[src/rtl/cpu_pkg.sv]
// Shared CPU definitions: reset PC, NOP encoding and the fetch queue entry type.
package cpu_pkg;

  localparam logic [31:0] CPU_RESET_PC = 32'h0040_0000;
  localparam logic [31:0] CPU_NOP      = 32'h0000_0000;

  typedef struct packed {
    logic [31:0] pc;
    logic [31:0] instr;
  } fetch_entry_t;

endpackage

[src/rtl/fetch_queue.sv]
// Fetch-to-decode instruction queue holding {pc, instr} pairs with flush support.
// Define FETCH_QUEUE_BYPASS_EN to forward a push straight to the head while empty.
module fetch_queue
  import cpu_pkg::*;
#(
  parameter int unsigned DEPTH    = 4,
  parameter logic [31:0] RESET_PC = CPU_RESET_PC
) (
  input  logic                       clk,
  input  logic                       rst,
  input  logic                       push_valid,
  input  logic [31:0]                push_pc,
  input  logic [31:0]                push_instr,
  output logic                       full,
  input  logic                       pop_ready,
  output logic                       pop_valid,
  output logic [31:0]                pop_pc,
  output logic [31:0]                pop_instr,
  input  logic                       flush,
  output logic [$clog2(DEPTH):0]     count
);

  localparam int unsigned PW = $clog2(DEPTH);
  localparam int unsigned CW = PW + 1;

  fetch_entry_t  mem [DEPTH];
  fetch_entry_t  last_entry;
  fetch_entry_t  push_entry;
  fetch_entry_t  head;
  logic [PW-1:0] rd_ptr;
  logic [PW-1:0] wr_ptr;
  logic [CW-1:0] count_q;
  logic          empty;
  logic          bypass;
  logic          bypass_take;
  logic          push_store;
  logic          pop_mem;
  logic          pop_fire;

  assign push_entry = '{pc: push_pc, instr: push_instr};
  assign empty      = (count_q == '0);
  assign full       = (count_q == CW'(DEPTH));
  assign count      = count_q;

`ifdef FETCH_QUEUE_BYPASS_EN
  assign bypass = empty && push_valid && !flush;
`else
  assign bypass = 1'b0;
`endif

  assign pop_valid = !empty || bypass;

  // While empty the head shows the last entry handed to decode.
  always_comb begin
    head = last_entry;
    if (bypass)
      head = push_entry;
    else if (!empty)
      head = mem[rd_ptr];
  end

  assign pop_pc    = head.pc;
  assign pop_instr = head.instr;

  assign pop_fire    = pop_valid && pop_ready && !flush;
  assign bypass_take = bypass && pop_ready;
  assign pop_mem     = !empty && pop_ready && !flush;
  assign push_store  = push_valid && !full && !flush && !bypass_take;

  always_ff @(posedge clk or posedge rst) begin
    if (rst) begin
      rd_ptr     <= '0;
      wr_ptr     <= '0;
      count_q    <= '0;
      last_entry <= '{pc: RESET_PC, instr: CPU_NOP};
    end else if (flush) begin
      rd_ptr  <= '0;
      wr_ptr  <= '0;
      count_q <= '0;
    end else begin
      if (push_store)
        wr_ptr <= wr_ptr + 1'b1;
      if (pop_mem)
        rd_ptr <= rd_ptr + 1'b1;
      if (push_store && !pop_mem)
        count_q <= count_q + 1'b1;
      else if (pop_mem && !push_store)
        count_q <= count_q - 1'b1;
      if (pop_fire)
        last_entry <= head;
    end
  end

  // Entry storage carries no reset; occupancy is tracked by the pointers and count.
  always_ff @(posedge clk) begin
    if (push_store)
      mem[wr_ptr] <= push_entry;
  end

endmodule

[config.mk]
export PLATFORM = sky130hd
export DESIGN_NAME = fetch_queue
export DESIGN_NICKNAME = d
export VERILOG_FILES = /design/src/rtl/cpu_pkg.sv /design/src/rtl/fetch_queue.sv
export SDC_FILE = /design/constraint.sdc
export NUM_CORES = 1
export LEC_CHECK = 0
export CAP_MARGIN = 10
export CORE_MARGIN = 5
export CORE_UTILIZATION = 30
export CTS_CLUSTER_DIAMETER = 60
export DETAILED_ROUTE_END_ITERATION = 16
export GPL_TIMING_DRIVEN = 0
export PLACE_DENSITY = 0.54
export SLEW_MARGIN = 5
export SYNTH_ARGS = -nofsm -noshare
export SYNTH_HDL_FRONTEND = slang
export SYNTH_SLANG_ARGS = --single-unit
[constraint.sdc]
create_clock -name clk -period 3.6 [get_ports clk]
set_clock_uncertainty 0.15 [all_clocks]
set_input_delay 0.36 -clock clk [delete_from_list [all_inputs] [get_ports clk]]
set_output_delay 0.36 -clock clk [all_outputs]
set_load 0.01 [all_outputs]
==> results of run 1 <==
[repair_timing]
| action | in CTS | in global routing |
|---|---|---|
| pin swaps | 0 | 0 |
| buffers inserted | 0 | 0 |
| gates resized for setup | 1 | 2 |
| endpoints found under the setup margin | 10 | 10 |
[layout make-up]
type | count | area share [%]
Timing Repair Buffer | 141 | 8.97
Clock inverter | 19 | 1.42
Sequential cell | 327 | 56.6
Buffer | 31 | 1.62
Inverter | 6 | 0.150
Multi-Input combinational cell | 237 | 20.6
Tap cell | 585 | 4.38
Clock buffer | 52 | 6.25
[synthesized netlist by cell type (all sizes together) (2+ instances only)]
master	n
ha	4
clkbuf	4
mux2i	2
xor2	2
buf	27
mux2	130
and2	5
mux4	64
a21oi	2
inv	6
o21ai	2
or3	2
dfrtp	70
nor2	10
edfxtp	256
nand3b	3
[cells by family (layout without fill, tap and decap cells)]
logic type | Yosys count | count (layout) | share of synthesized area (%)
XOR/XNOR | 2 | 2 | 0.133
AND/OR/NAND/NOR | 23 | 23 | 1.05
multiplexers | 196 | 196 | 23.6
flip-flops | 327 | 327 | 71.8
AO/OA/AOI/OAI | 11 | 11 | 0.731
adder cells (fa/ha/maj) | 5 | 5 | 0.531
buffers and inverters | 37 | 249 | 2.21
[worst reg2reg max path, delay by kind of cell (launching register included)]
| kind | cells | cell delay (ns) |
|---|---|---|
| simple gates | 3 | 0.91 |
| compound gates | 3 | 0.71 |
| fa+ha+maj | 1 | 0.43 |
| flops | 1 | 0.37 |
| buf+inv | 1 | 0.23 |
[per-stage QoR]
step                      setup WS [ns]  hold slack [ns]  instances  area [µm²]  setup TNS, ns
after floorplan                   0.410            0.304        601       13200              0
after global placement            -1.90            0.315       1322       15300        -528.91
after detailed placement          0.458            0.321       1327       15400              0
after CTS                       0.00990           0.0707       1398       16700              0
after global routing              0.189            0.148       1398       16700              0
final                             0.336            0.110       1398       16700              0
[power breakdown]
part | internal (mW) | total [mW] | switching [mW]
Clock | 2.41 | 3.93 | 1.52
Sequential | 4.62 | 4.85 | 0.222
Combinational | 2.90 | 4.82 | 1.92
Total | 9.93 | 13.6 | 3.66
[metal layers]
layer,global-route usage [%],part of all wire [%]
met1,16.0,44
met2,20.9,49
met3,3.09,4.6
met4,3.85,2.4
met5,0,0.11
[registers in the layout, indices dropped and copies added (netlist names)]
name	flops
wr_ptr	2
count	3
mem	256
rd_ptr	2
last_entry	64
[layout by cell type (no fill, tap or decap), types with 2 or more instances in the layout]
cell / Yosys / routed
and2_4: 0 / 4
nor2_1: 9 / 9
buf_2: 15 / 15
xor2_1: 2 / 2
mux2_2: 77 / 77
ha_1: 4 / 4
dfrtp_1: 70 / 70
o21ai_0: 2 / 2
bufinv_16: 0 / 5
nand3b_1: 3 / 3
clkbuf_16: 0 / 39
mux2_1: 4 / 4
inv_6: 0 / 4
clkinv_1: 0 / 4
mux2i_1: 2 / 2
buf_16: 0 / 5
inv_1: 6 / 5
clkinvlp_4: 0 / 3
buf_6: 7 / 7
clkdlybuf4s50_1: 0 / 136
a21oi_1: 2 / 2
clkbuf_1: 4 / 13
mux4_2: 64 / 64
clkbuf_2: 0 / 2
edfxtp_1: 256 / 256
mux2_4: 49 / 49
clkinv_2: 0 / 3
buf_12: 5 / 5
clkbuf_8: 0 / 2
[worst max-delay path by stage]
stage,start,end,slack (ns),depth (start not counted)
floorplan,count[2],mem[0][0],0.41,4
global placement,flush,mem[0][60],-1.90,4
detailed placement,flush,mem[1][1],0.46,5
CTS,rd_ptr[1],pop_instr[21],0.01,5
global route,rd_ptr[1],pop_pc[5],0.19,4
finish,rd_ptr[1],pop_pc[5],0.34,4
==> impl_results.md, run 1 <==
* Post-route ant nets at 0
* Required time worst endpoint at just over 3 ns
* # clock sinks at 327
* DP HPWL at around 18 mm
* CORE AREA at approximately 0.043 mm²
* Area of the multi-input gates at around 0.0034 mm²
* Share of layout cells above drive strength 1 at 35.7%
* Warning count from the yosys run at 0
* Die ar. at roughly 0.048 mm²
* RSZ-0062 raised after global routing: no
* Fillers at roughly 4000
* DR vias at approximately 6200
* Initial Util at a little under a third
* I/O Buffers at roughly 140
* Mapped Avg Cell Area at roughly 22 µm²
* Hold Crit Depth at 4
* Final Cycle Share at 90.7%
* Post-synth EDFFs at about 260
* Clk buf depth at 3
* Skew-Pair Late Insertion Delay at 0.54 ns
* DRT iter0 DRCs at 295
* I/O Pins at 138
* Critical path buffers and inverters at 2
* Post-synth top flop: edfxtp_1
* Fmax at just over 300 MHz
* Hold_buf cts at 0
* Gate Count Post-Synth at roughly 600
* DR WL/cell at around 21 µm
* Setup CP Type: reg -> out
* PwrDens at roughly 800 mW/mm²
* Status: finished, final reports clean
* CTS Buf Count at 39
* FF-to-FF End: count[2]
* Gr usage total at approximately 12%
* Final design utilization at around 39%
* #FFs+latches synth at 327
* Endpoint class of the critical path: output pin
* CTS Root Cell: clkbuf_16
* Std-Cell Rows at 76
* Max FO, Critical Path at 10
* Synth-to-Final Area Change at 26.8%
* Drt pass-1 iters at 6
* Largest net degree at the start of global routing at between 40 and 50
* Antenna violations before repair at 2
* Final nets at between 800 and 900
* CTS H-tree lvls at 2
* TritonCTS clock tree: yes
* Sequential area share after synthesis at 71.8%
* Crit path largest cell delay at around 0.64 ns
* Final Hold Viols at 0
* Worst VDD drop at between 400 and 500 µV
* Endpoint with the worst hold slack: rd_ptr[0]
* Max-cap viol count at 0
* Crit-path cells: clkbuf_1 -> mux4_2 -> mux2_4 -> clkdlybuf4s50_1
* Mapped Area at approximately 0.013 mm²
* Rel. slew slack at roughly 44%
* First-pass GRT wire length at 44.7 mm
* Die Wd at 220 µm
* Cell accounting for the most synthesized area: edfxtp_1
* DR DRC count at 0
* CP max-delay cell: clkbuf_1
* Synth top area cells: edfxtp_1, dfrtp_1, mux4_2, mux2_2, mux2_4
* Final wirelength at 29.2 mm
* Reg2Reg Depth at 8
* RR Startpoint: count[2]
* Crit path max-delay family: buffers and inverters
* Via-to-Cell Ratio at ~4.5
* Storage element area at 0.00947 mm²
* Clock transition at path regs at 0.06 ns
* Ant. Diodes at 0
* Cell variety after synth at 34
* Leakage at just under 6 nW
* Worst hold path class: in -> reg
* Syn_nets at 675
* Fin crit period at around 3.3 ns
* Worst-Margin Slew at about 0.85 ns
* Via count of the first global-routing pass at about 7100
* Worst EP arrival at around 2.8 ns
* Final GP Congestion at ~0.67
* Die Y at between 200 and 250 µm
* Setup-failing EPs final at 0
* Crit path launch type: flip-flop
* Total power at approximately 14 mW
* FF-to-FF setup slack at around 0.75 ns
* Total grt overflow at 0
* Ys async rst share at between 20% and 30%
* Hold path start: pop_ready
* Final Max Slew Viols at 0
* Yosys top cell area share at about three fifths
Note: power is estimated with default switching activity, not from simulation.
==> run 2, diff against run 1 <==
--- a/config.mk
+++ b/config.mk
@@ -10,7 +10,6 @@
 export CORE_UTILIZATION = 30
 export CTS_CLUSTER_DIAMETER = 60
 export DETAILED_ROUTE_END_ITERATION = 16
-export GPL_TIMING_DRIVEN = 0
 export PLACE_DENSITY = 0.54
 export SLEW_MARGIN = 5
 export SYNTH_ARGS = -nofsm -noshare
==> impl_results.md, run 2 (synthesis results as in run 1) <==
* Die ar. at between 0.04 and 0.05 mm²
* Total power at about 13 mW
* RSZ-0062 raised after global routing: no
* Fillers at approximately 4000
* Post-route ant nets at 0
* Worst EP arrival at 2.83 ns
* Resize count post-CTS at 0
* CTS Buf Count at 39
* CTS Root Cell: clkbuf_16
* Largest net degree at the start of global routing at 37
* Leading cell types in the layout, fill and taps excluded: edfxtp_1, clkdlybuf4s50_1, mux2_2
* Via-to-Cell Ratio at around 4.5
* DR WL/cell at slightly above 20 µm
* CP startpoint: count[2]
* Fin crit period at 3.34 ns
* Drt pass-1 iters at 4
* Crit path launch type: flip-flop
* Worst hold path class: in -> async
* Crit-path cells: or3_4 -> buf_4 -> mux2_4 -> clkdlybuf4s50_1
* Setup-failing EPs final at 0
* Metal2 WL at 13.8 mm
* Clk buf depth at 3
* Antenna violations before repair at 0
* Std-Cell Rows at 76
* Worst VDD drop at between 400 and 500 µV
* RR Startpoint: count[2]
* Share of layout cells above drive strength 1 at between 30% and 40%
* Crit path largest cell delay at approximately 0.55 ns
* Skew-Pair Late Insertion Delay at 0.52 ns
* # clock sinks at between 300 and 400
* Status: finished, final reports clean
* Top Metal Used: met4
* TritonCTS clock tree: yes
* I/O Pins at around 140
* Rel. slew slack at between 50 and 60%
* Clock transition at path regs at 0.06 ns
* Max FFs per register at roughly 260
* Final GP Congestion at 0.658
* Top reg by flops: mem
* Met1 WL at 13.3 mm
* DR DRC count at 0
* Endpoint class of the critical path: output pin
* Fmax at between 200 and 300 MHz
* CP max-delay cell: dfrtp_1
* Final Max Slew Viols at 0
* Initial Util at 30.5%
* Crit path max-delay family: buffers and inverters
* Hold_buf cts at 0
* PwrDens at 800 mW/mm²
* Final Hold Viols at 0
* Ant. Diodes at 0
* Critical path buffers and inverters at 2
* I/O Buffers at 137
* Die Y at 220 µm
* Routed met3 length at approximately 1.3 mm
* Setup CP Type: reg -> out
* Via count of the first global-routing pass at 6954
* First-pass GRT wire length at around 43 mm
* CORE AREA at 0.0433 mm²
* Final wirelength at 28.8 mm
* Synth-to-Final Area Change at 25.9%
* Required time worst endpoint at ~3 ns
* Final nets at ~840
* Die Wd at about 220 µm
* Most common cell after layout, fill and taps aside: edfxtp_1
* Final Cycle Share at ~93%
* Total grt overflow at 0
* Max FO, Critical Path at 21
* DRT iter0 DRCs at 219
* Gr usage total at around an eighth
* Final TNS setup at 0 ns
* DP HPWL at around 17 mm
* Leakage at 5.66 nW
* Max-cap viol count at 0
* DR vias at 6251
* Worst-Margin Slew at 0.650 ns
* # Post-CTS Setup Buffers at 0
* CTS H-tree lvls at 2
-- run 2: worst reg2reg max path, cell delays in order, from the launching register on --
cell and delay, ns:
dfrtp_1 0.55, nor3b_1 0.60, nor3_1 0.22, and2_1 0.24, fa_1 0.46, a21bo_2 0.24, a311oi_1 0.27, o311a_1 0.20
-- run 2: path summary, 6_finish.rpt --
kind	endpoint	slack [ns]	depth (start not counted)
max	pop_instr[28]	0.26	4
min	last_entry[56]	0.14	2
max reg2reg	count[2]	0.61	7
min reg2reg	last_entry[4]	0.33	1
max in group asynchronous	last_entry[54]	2.45	3
min in group clk	mem[0][59]	0.33	1
-- run 2: final cells by class --
cell class              count  area [µm²]  share of cell area [%]
repair buffers            159        1660                    10.0
flip-flops and latches    327        9470                    57.1
clock buffers              44        1050                    6.31
well taps                 585         732                    4.41
multi-input cells         237        3440                    20.7
inverters                   6        25.0                   0.151
clock inverters            27         219                    1.32
-- run 2: power breakdown --
group	total [mW]	leakage (nW)	switching, mW	internal (mW)
logic	4.56	1.89	1.79	2.77
registers	4.92	3.17	0.295	4.63
clock network	3.80	0.607	1.54	2.26
-- run 2: through the flow --
stage / cells / worst slack [ns] / hold slack [ns] / utilization (%) / instance area [µm²]
floorplan: 601 / 0.410 / 0.304 / - / 13200
global placement: 1314 / 0.744 / 0.313 / 35.4 / 15300
detailed placement: 1314 / 0.701 / 0.321 / 35.4 / 15300
CTS: 1385 / 0.176 / 0.136 / 38.4 / 16600
global route: 1385 / 0.115 / 0.162 / 38.4 / 16600
finish: 1385 / 0.258 / 0.139 / 38.4 / 16600
-- run 2: layer usage --
layer | vias to the layer above | track usage (%)
met5 | - | 0
met3 | 36 | 2.78
met4 | 0 | 3.00
met1 | 3304 | 16.5
met2 | 129 | 19.5
li1 | 2782 | -
